===== config.mk =====
export PLATFORM = sky130hd
export DESIGN_NAME = register_file_sb_flat
export DESIGN_NICKNAME = d
export VERILOG_FILES = /design/src/rtl/register_file_sb_if.sv /design/src/rtl/register_file_sb.sv /design/src/flat_wrapper.sv
export SDC_FILE = /design/constraint.sdc
export NUM_CORES = 2
export LEC_CHECK = 0
export BUFFER_PORTS_ARGS = -buffer_cell sky130_fd_sc_hd__buf_2
export CORE_ASPECT_RATIO = 1.4
export CORE_UTILIZATION = 61
export CTS_CLUSTER_DIAMETER = 150
export CTS_CLUSTER_SIZE = 16
export DETAILED_ROUTE_END_ITERATION = 8
export PLACE_DENSITY = 0.76
export SYNTH_ARGS = -nofsm -noshare
export SYNTH_HDL_FRONTEND = slang
export SYNTH_SLANG_ARGS = --single-unit

===== constraint.sdc =====
create_clock -name CLK -period 4.9 [get_ports CLK]
set_input_delay 0.245 -clock CLK [delete_from_list [all_inputs] [get_ports CLK]]
set_output_delay 0.245 -clock CLK [all_outputs]
set_load 0.1 [all_outputs]

===== src/rtl/register_file_sb_if.sv =====
// Register file bus: read ports, write port, issue strobe and clear handshake.
// The register file takes the slave side; the client drives selects and strobes.
interface register_file_sb_if #(
  parameter int DATA_W = 32,
  parameter int NREGS  = 32,
  parameter int NRD    = 2
);
  localparam int AW = $clog2(NREGS);

  logic [NRD*AW-1:0]     rsel;
  logic [NRD*DATA_W-1:0] rdat;
  logic [NRD-1:0]        rbusy;
  logic                  WEN;
  logic [AW-1:0]         wsel;
  logic [DATA_W-1:0]     wdat;
  logic                  iss_en;
  logic [AW-1:0]         iss_sel;
  logic                  clr_req;
  logic                  clr_busy;

  modport master (
    output rsel, WEN, wsel, wdat, iss_en, iss_sel, clr_req,
    input  rdat, rbusy, clr_busy
  );

  modport slave (
    input  rsel, WEN, wsel, wdat, iss_en, iss_sel, clr_req,
    output rdat, rbusy, clr_busy
  );
endinterface


===== src/rtl/register_file_sb.sv =====
// Scoreboarded register file: NRD combinational read ports with write bypass,
// per-register pending bits, and a one-register-per-cycle clear sweep.

module register_file_sb_rdport #(
  parameter int DATA_W = 32,
  parameter int NREGS  = 32,
  parameter int AW     = 5
) (
  input  logic                          rst_n_i,
  input  logic [AW-1:0]                 rsel_i,
  input  logic [NREGS-1:0][DATA_W-1:0]  regs_i,
  input  logic [NREGS-1:0]              pend_i,
  input  logic                          byp_en_i,
  input  logic [AW-1:0]                 wsel_i,
  input  logic [DATA_W-1:0]             wdat_i,
  output logic [DATA_W-1:0]             rdat_o,
  output logic                          rbusy_o
);
  // Outputs are forced low while reset is held, even if a write is being presented.
  always_comb begin
    rdat_o  = '0;
    rbusy_o = 1'b0;
    if (rst_n_i) begin
      if (byp_en_i && (wsel_i == rsel_i)) begin
        rdat_o = wdat_i;
      end else begin
        rdat_o  = regs_i[rsel_i];
        rbusy_o = pend_i[rsel_i];
      end
    end
  end
endmodule

module register_file_sb #(
  parameter int DATA_W = 32,
  parameter int NREGS  = 32,
  parameter int NRD    = 2
) (
  input  logic              CLK,
  input  logic              nRST,
  register_file_sb_if.slave bus
);
  localparam int AW = $clog2(NREGS);

  typedef enum logic {IDLE = 1'b0, SWEEP = 1'b1} state_t;

  state_t                       state_q, state_d;
  logic [AW-1:0]                idx_q, idx_d;
  logic [NREGS-1:0][DATA_W-1:0] regs_q;
  logic [NREGS-1:0]             pend_q;
  logic                         sweep;
  logic                         wr_ok;
  logic                         iss_ok;

  always_ff @(posedge CLK or negedge nRST) begin
    if (!nRST) begin
      state_q <= IDLE;
      idx_q   <= AW'(1);
    end else begin
      state_q <= state_d;
      idx_q   <= idx_d;
    end
  end

  // Sweep starts at index 1 (register 0 is hardwired) and ends after NREGS-1.
  always_comb begin
    state_d = state_q;
    idx_d   = idx_q;
    case (state_q)
      IDLE: begin
        idx_d = AW'(1);
        if (bus.clr_req) state_d = SWEEP;
      end
      SWEEP: begin
        idx_d = idx_q + AW'(1);
        if (idx_q == AW'(NREGS-1)) begin
          state_d = IDLE;
          idx_d   = AW'(1);
        end
      end
      default: state_d = IDLE;
    endcase
  end

  always_comb begin
    sweep        = (state_q == SWEEP);
    bus.clr_busy = sweep;
  end

  assign wr_ok  = !sweep && bus.WEN    && (bus.wsel    != '0);
  assign iss_ok = !sweep && bus.iss_en && (bus.iss_sel != '0);

  // Issue is applied after the write so a same-edge issue leaves the register pending.
  always_ff @(posedge CLK or negedge nRST) begin
    if (!nRST) begin
      regs_q <= '0;
      pend_q <= '0;
    end else if (sweep) begin
      regs_q[idx_q] <= '0;
      pend_q[idx_q] <= 1'b0;
    end else begin
      if (wr_ok) begin
        regs_q[bus.wsel] <= bus.wdat;
        pend_q[bus.wsel] <= 1'b0;
      end
      if (iss_ok) pend_q[bus.iss_sel] <= 1'b1;
    end
  end

  for (genvar i = 0; i < NRD; i++) begin : g_rd
    register_file_sb_rdport #(
      .DATA_W (DATA_W),
      .NREGS  (NREGS),
      .AW     (AW)
    ) u_rd (
      .rst_n_i  (nRST),
      .rsel_i   (bus.rsel[i*AW +: AW]),
      .regs_i   (regs_q),
      .pend_i   (pend_q),
      .byp_en_i (wr_ok),
      .wsel_i   (bus.wsel),
      .wdat_i   (bus.wdat),
      .rdat_o   (bus.rdat[i*DATA_W +: DATA_W]),
      .rbusy_o  (bus.rbusy[i])
    );
  end
endmodule


===== src/flat_wrapper.sv =====
// flat-port wrapper written by rule: the top's interface ports become plain ports
module register_file_sb_flat 
#(
  parameter int DATA_W = 32,
  parameter int NREGS  = 32,
  parameter int NRD    = 2
)
  (CLK, nRST, bus_rsel, bus_WEN, bus_wsel, bus_wdat, bus_iss_en, bus_iss_sel, bus_clr_req, bus_rdat, bus_rbusy, bus_clr_busy);
  register_file_sb_if #(.DATA_W(DATA_W), .NREGS(NREGS), .NRD(NRD)) bus_i ();
  input  logic CLK;
  input  logic nRST;
  input wire logic [$bits(bus_i.rsel)-1:0] bus_rsel;
  input wire logic [$bits(bus_i.WEN)-1:0] bus_WEN;
  input wire logic [$bits(bus_i.wsel)-1:0] bus_wsel;
  input wire logic [$bits(bus_i.wdat)-1:0] bus_wdat;
  input wire logic [$bits(bus_i.iss_en)-1:0] bus_iss_en;
  input wire logic [$bits(bus_i.iss_sel)-1:0] bus_iss_sel;
  input wire logic [$bits(bus_i.clr_req)-1:0] bus_clr_req;
  output wire logic [$bits(bus_i.rdat)-1:0] bus_rdat;
  output wire logic [$bits(bus_i.rbusy)-1:0] bus_rbusy;
  output wire logic [$bits(bus_i.clr_busy)-1:0] bus_clr_busy;
  assign bus_i.rsel = bus_rsel;
  assign bus_i.WEN = bus_WEN;
  assign bus_i.wsel = bus_wsel;
  assign bus_i.wdat = bus_wdat;
  assign bus_i.iss_en = bus_iss_en;
  assign bus_i.iss_sel = bus_iss_sel;
  assign bus_i.clr_req = bus_clr_req;
  assign bus_rdat = bus_i.rdat;
  assign bus_rbusy = bus_i.rbusy;
  assign bus_clr_busy = bus_i.clr_busy;
  register_file_sb #(.DATA_W(DATA_W), .NREGS(NREGS), .NRD(NRD)) u_core (.CLK(CLK), .nRST(nRST), .bus(bus_i));
endmodule

==> run metrics <==
status finished, violations left; failing checks capacitance limit; FF+latch count, synth 1062; critical hold path startpoint bus_iss_sel[2]; final wirelength 218 mm; H-tree levels 3; Core Util, Final 0.662; Synthesis Warnings 0; Die Footprint 92300 um2; asr flop ratio synth 1.00; nets 3897; Net Count, Synth 4085; distinct cell type count after synthesis 55; worst path cell trace nor2b_1, o31ai_1, or4_2, buf_12, a31oi_1, buf_2; crit path from u_core.bus.clr_busy; commonest non-fill, non-tap cell in the layout dfrtp_1; Crit Path Class reg2out; Seq/Total Area, Yosys 0.478; initial DRC count 7855; crit path launch type flop; pin count of the biggest net entering global routing 138; maximum clock insertion buffer count 3; VDD IR max 0.285 mV; initial antenna violation count 20; min Tclk post-route 4.25 ns; Sink Count 1062; Slew Viols, Final 0; most frequent cells in the layout dfrtp_1 (1061), a22o_1 (1009), mux4_2 (503); Die X 257 um; area delta synth->final 7.13%; post-route ant nets 0; Vias 44.8k; grt total ovfl 0; Setup TNS Final 0 ns; # rows 130; crit path DAT 4.00 ns; die height 359 um; detailed-route DRC error count 0; Ports 124; worst min path class in2reg; Post-synth top flop dfrtp_1; Routed WL per cell 43.2 um; Rel. slew slack 0.00560; delay-heaviest family, CP simple AND/OR/NAND/NOR gates; Post-CTS Resized 0; layout filler cell count 6338; Critical Path Fanout Max 54; Worst-Margin Slew 1.49 ns; core region area 89900 um2; final hold vios 0; total power 19.3 mW; Crit path buffers/inverters 2; Final Setup Violations 0; Setup Skew 0.0224 ns; vias in the first global route 44.0k; Final HPWL DP 119 mm; EDFF count, synth 0; Global Route Usage Sum 0.476; worst skew pair latency 0.71 ns; CTS Root Cell clkbuf_16; fin crit share 0.867; RD Place Congestion 0.902; Cells after Synth 4023; fmax 235 MHz; Worst-path clk slew 0.07 ns; first-pass GRT wire length 314 mm; port buffer count 123; Starting Density 0.618; Slowest Stage Delay on Critical Path 0.98 ns; CP max-delay cell or4_2; Vias/cell 8.88; RSZ-0062 raised after global routing false; synthesized area 55500 um2; max capacitance violation total 1; DRT Pass-1 Iters 8; PwrDens 325 nW/um2; R2R Path Start u_core.idx_q[0]; total CTS buffers 76; Post-Syn Area per Cell 13.8 um2; Req. time, crit path 4.66 ns; final hold slack 0.0362 ns; Leak 26.3 nW; critical path capture point type output port; share of cells above drive strength 1 0.252; CTS tree done
==> sequential cells by signal, summed over array words and instances (netlist names) <==
signal,cells
u_core.idx_q,5
u_core.pend_q,32
u_core.bus.clr_busy,1
u_core.regs_q,1024
==> metrics by stage <==
| stage | cells | worst slack [ns] | area (um2) |
|---|---|---|---|
| 2_1_floorplan | 4023 | 0.485 | 55500 |
| 3_3_place_gp | 4937 | 1.24 | 57400 |
| 3_5_place_dp | 4937 | 1.19 | 57400 |
| 4_1_cts | 5032 | 0.804 | 59500 |
| 5_1_grt | 5033 | 0.656 | 59500 |
| 6_report | 5043 | 0.651 | 59500 |
==> layer usage <==
metal	vias to the layer above	routed length (um)	global-route usage
met3	1236	37300	0.214
met1	22869	70800	0.608
met4	18	19000	0.331
li1	15874	-	-
met5	-	156	0.00786
met2	4767	90400	0.645
==> power breakdown <==
part	internal, mW	total [mW]	switching, mW
registers	9.16	9.54	0.379
clock network	2.88	6.04	3.17
logic	1.17	3.73	2.56
total	13.2	19.3	6.11
==> repair_timing <==
action,in CTS,in global routing
hold endpoints to repair,56,0
hold buffers,8,0
setup buffers,0,0
==> layout make-up <==
class                      count  area (um2)  share of cell area
multi-input combinational   2411       27300               0.458
antenna                       11        27.5            0.000463
clock buffer                  85        2000              0.0336
clock inverter                 2        20.0            0.000336
timing repair buffer         278        2090              0.0351
tap                         1188        1490              0.0250
inverter                       6        22.5            0.000378
sequential                  1062       26600               0.447
==> path summary, 6_finish.rpt <==
check / endpoint / slack [ns] / depth (start not counted)
worst max-delay path: bus_rdat[5] / 0.65 / 6
worst min-delay path: u_core.pend_q[28] / 0.04 / 3
worst max register to register: u_core.pend_q[4] / 1.31 / 8
worst min register to register: u_core.pend_q[31] / 0.51 / 2
max in group asynchronous: u_core.regs_q[832] / 2.59 / 4
min in group asynchronous: u_core.regs_q[291] / 0.10 / 2
==> synthesized netlist by cell type (7+ instances only) <==
cell type,instances,share of area
mux2_2,20,0.0041
o31ai_1,12,0.0016
nor2b_1,31,0.0035
o21ai_0,69,0.0062
dfrtp_1,1061,0.48
buf_2,60,0.0054
o32a_1,11,0.0020
and3_1,35,0.0039
a22o_1,1009,0.16
buf_4,28,0.0038
nand2b_1,24,0.0027
nor2_1,40,0.0027
a41oi_1,7,0.0011
nand2_1,60,0.0041
o221ai_1,11,0.0017
buf_6,8,0.0016
a22oi_1,62,0.0084
xnor2_1,9,0.0014
and2_1,42,0.0047
a221o_1,30,0.0054
a211oi_1,35,0.0047
nor3_1,37,0.0033
a211o_1,12,0.0019
nand3_1,14,0.0013
a221oi_1,44,0.0069
or2_2,17,0.0019
a21oi_1,44,0.0040
mux2i_1,170,0.031
clkbuf_1,394,0.027
buf_1,54,0.0036
mux4_2,503,0.20
a31oi_1,22,0.0025
==> cells by family (layout without fill, tap and decap cells) <==
group | count (synthesis) | in the layout | synth area share
buffers and inverters | 550 | 371 | 0.0415
AO/OA/AOI/OAI | 1378 | 1378 | 0.207
multiplexers | 693 | 693 | 0.239
other | 0 | 11 | 0
flip-flops | 1062 | 1062 | 0.478
adder cells (fa/ha/maj) | 5 | 5 | 0.00113
XOR/XNOR | 12 | 12 | 0.00189
AND/OR/NAND/NOR | 323 | 323 | 0.0313
==> worst reg2reg max path, cell delays in order, from the launching register on <==
cell and delay (ns):
dfstp_2 0.57, inv_1 0.08, ha_1 0.37, and2_1 0.35, a21oi_4 0.61, buf_4 0.70, nand2_1 0.18, o21ai_0 0.10
dlygate4sd3_1 0.56
(Power assumes the default switching activity.)
